$ cat src/rtl/ir.sv
// rtl/ir.sv - instruction register with opcode/operand split and one-hot opcode decode
//
// Captures the fetched instruction word on load and holds it for the rest of
// the instruction cycle. The field split and decode are combinational from the
// stored word so the controller sees them in the same cycle as data_out.
// Default opcode map (decode naming only, nothing here acts on it):
//   0 HLT, 1 SKZ, 2 ADD, 3 AND, 4 XOR, 5 LDA, 6 STO, 7 JMP.

module ir #(
   parameter int WIDTH   = 8,
   parameter int OP_BITS = 3
) (
   input  logic                        clk,
   input  logic                        rst,
   input  logic [WIDTH-1:0]            data_in,
   input  logic                        load,
   output logic [WIDTH-1:0]            data_out,
   output logic [OP_BITS-1:0]          opcode,
   output logic [WIDTH-OP_BITS-1:0]    operand,
   output logic [(1 << OP_BITS)-1:0]   op_onehot,
   output logic                        valid
);

   logic [WIDTH-1:0] ir_q;
   logic [WIDTH-1:0] ir_d;
   logic             valid_q;
   logic             valid_d;

   // Next state: capture the bus word on load, otherwise hold. Gating on load
   // keeps unknowns on the idle bus out of the register.
   always_comb begin
      ir_d    = ir_q;
      valid_d = valid_q;
      if (load) begin
         ir_d    = data_in;
         valid_d = 1'b1;
      end
   end

   // State register; reset clears immediately and overrides any load.
   always_ff @(posedge clk or posedge rst) begin
      if (rst) begin
         ir_q    <= '0;
         valid_q <= 1'b0;
      end else begin
         ir_q    <= ir_d;
         valid_q <= valid_d;
      end
   end

   assign data_out = ir_q;
   assign valid    = valid_q;
   assign opcode   = ir_q[WIDTH-1 -: OP_BITS];
   assign operand  = ir_q[WIDTH-OP_BITS-1:0];

   // One-hot opcode decode; a cleared register decodes to bit 0 (HLT), so the
   // controller must qualify this with valid.
   always_comb begin
      op_onehot         = '0;
      op_onehot[opcode] = 1'b1;
   end

endmodule

$ cat config.mk
export PLATFORM = sky130hd
export DESIGN_NAME = ir
export DESIGN_NICKNAME = d
export VERILOG_FILES = /design/src/rtl/ir.sv
export SDC_FILE = /design/constraint.sdc
export NUM_CORES = 1
export LEC_CHECK = 0
export ABC_AREA = 1
export BUFFER_PORTS_ARGS = -buffer_cell sky130_fd_sc_hd__buf_2
export CAP_MARGIN = 15
export CORE_UTILIZATION = 25
export DETAILED_ROUTE_END_ITERATION = 6
export SETUP_SLACK_MARGIN = 0.1
export SYNTH_ARGS = -nofsm -noshare
export SYNTH_HDL_FRONTEND = slang
export SYNTH_SLANG_ARGS = --single-unit
$ cat constraint.sdc
create_clock -name clk -period 2.7 [get_ports clk]
set_clock_uncertainty 0.15 [all_clocks]
set_input_delay 0.54 -clock clk [delete_from_list [all_inputs] [get_ports clk]]
set_output_delay 0.54 -clock clk [all_outputs]
set_load 0.005 [all_outputs]
==> reports/metrics.cfg <==
[outcome]
run_status = complete, no violations

[layout]
seqCellArea_sq_um = 225
num_antenna_cells = 0
synthToLayoutAreaGrowth_pct = 35.3
design_area_sq_um = 618
n_fill_cell = 201
final_cell_mix = 35 x buf_2, 28 x nand2_1, 9 x dfrtp_1
final_layout_size_suffix_gt1_share_pct = 43.3
multi_input_area_sq_um = 141
final_nets = 102
final_common_cell = buf_2

[yosys]
syn_inst = 60
synth_fa_ha_area_share_pct = 0
synth_cell_types = 8
synth_xor_area_share_pct = 0
ys_ff_latch = 9
synth_nets = 71
synth_top_family_by_area = simple AND/OR/NAND/NOR gates
seq_area_frac_synth_pct = 49.3
synthesis.area_sq_um = 457
synthSimpleGateAreaFrac_pct = 31.0
yosys_warnings = 0
synthMuxAreaShare_pct = 0
synth_compound_area_share_pct = 0
synth.avg_cell_area_sq_um = 7.61

[power_and_ir_drop]
power_frac_comb_pct = 20.0
power.total_uw = 324
sw_frac_of_total_pct = 27.7
p_sw_uw = 89.6
seqPwrFrac_pct = 48.2
internal_power_uw = 234
ir_drop_mv = 0.260
leakagePower_nw = 0.391
cellPowerDensity_mw_per_mm2 = 524
clockPowerShare_pct = 31.8

[routing]
ant_nets = 0
viasPerCell = 3.73
firstDrtPassIters = 4
num_vias = 429
drc_errors = 0
drt_wl_total_um = 940
routedWlPerCell_um = 8.17
drtIter0Drc = 5

[clock_network]
clkSinkCount = 9
cts_buffer_depth = 2
holdBufCountCts = 0
insertion_delay_ps = 250
htreeDepth = 1
clk_pin_slew_ps = 60
clock-root-buffer = clkbuf_4
numCtsBuffers = 3
cts_resized = 0
postCtsSetupBuffers = 0
tritoncts = yes

[worst_setup_path]
r2r_end = data_out[5]
path_class = flop to output pin
r2r_start = data_out[5]
max_stage_delay_ps = 460
cp_data_arrival_time_ps = 1050
crit_buf_inv = 2
cp_top_family = flip-flops
startpoint = data_out[5]
worstSetupEndpoint = op_onehot[1]
cp.required_ps = 2010
worstRegToRegCells = 2
ff2ff_setup_slack_ps = 1860
crit_chain = inv_1 -> nor2_1 -> buf_2
path_depth = 3
startpoint_type = flop
worst-path-max-fanout = 8
cp-end-kind = output pin
critPathSlowestCell = dfrtp_1

[global_route]
overflow = 0
grt_use_total_pct = 10.7
grt_pass1_vias = 383
grt_max_degree = 11
grt_pass1_wl_um = 1510
grt_antenna_before_repair = 0

[timing]
tightest_slew_ps = 345
slew_headroom_pct = 77.0
fin_ws_ps = 958
period_share_pct = 64.5
setup_viol = 0
rsz0062_at_grt = false
finalCriticalPeriod_ps = 1740
report.final.hold_viol_count = 0
fmax_mhz = 574
finalSetupTns_ps = 0
slew_violations = 0

[place]
placed_cell_area_sq_um = 592
io_buffers = 35
pre_cts_slack_ps = 1240
hpwl_um = 724
gp_congestion = 0.585

[floorplan]
dieHeight_um = 44.7
die_area_sq_mm = 0.00200
initial_core_util_pct = 26.4
die_x_um = 44.7
io_pins = 36
rows = 15
coreArea_sq_mm = 0.00173

[flow_run]
max_cap_viol_count = 0

[hold_path]
min_path_type = primary input to async pin

## power by group through the flow
stage          combinational, mW  sequential, mW  clock (mW)
6_report                  0.0648           0.156       0.103
5_1_grt                   0.0752           0.159       0.117
4_1_cts                   0.0662           0.157       0.108
3_5_place_dp              0.0663           0.159           0
3_3_place_gp              0.0657           0.158           0
2_1_floorplan             0.0423           0.159           0
## state kept, by name (all words and copies together), names as in the netlist
register  cells
valid         1
data_out      8
## per-layer routing
metal	vias to the layer above	part of all wire (%)	track usage (%)
met5	-	0	0
met4	0	0	7.27
met3	0	8.4	4.00
met2	24	46	18.5
met1	180	45	10.6
li1	225	-	-
## kinds of logic after synthesis
family,after synthesis
buffers and inverters,14
DFF,9
and+or+nand+nor,37
## worst reg2reg max path: cells and delay by family (launching register included)
kind	cells	cell delay [ps]
flops	1	450
simple gates	2	140
## Yosys cell counts (all sizes together)
cell	count	area (sq um)
nand2	28	105
or2	1	6.26
dfrtp	9	225
nor2	8	30.0
inv	5	18.8
buf	9	71.3
## worst min-delay path by stage
stage,end,slack [ps],cells after the start,start
after floorplan,data_out[0],220,1,rst
after global placement,valid,290,1,valid
after detailed placement,valid,300,1,valid
after CTS,data_out[3],100,2,rst
after global routing,data_out[0],100,2,rst
final,data_out[1],80,2,rst
## stage by stage
stage	instances	utilization, %	hold slack [ps]
after CTS	115	35.8	96.3
final	115	35.8	82.6
after global placement	111	34.3	292
after detailed placement	111	34.3	300
after global routing	115	35.8	102
after floorplan	60	-	218
## cell type report
class                           count  share of cell area [%]
Sequential cell                     9                    36.4
Tap cell                           25                    5.06
Timing Repair Buffer               35                    28.3
Multi-Input combinational cell     37                    22.9
Clock buffer                        4                    4.25
Inverter                            5                    3.04
(Power assumes the default switching activity.)
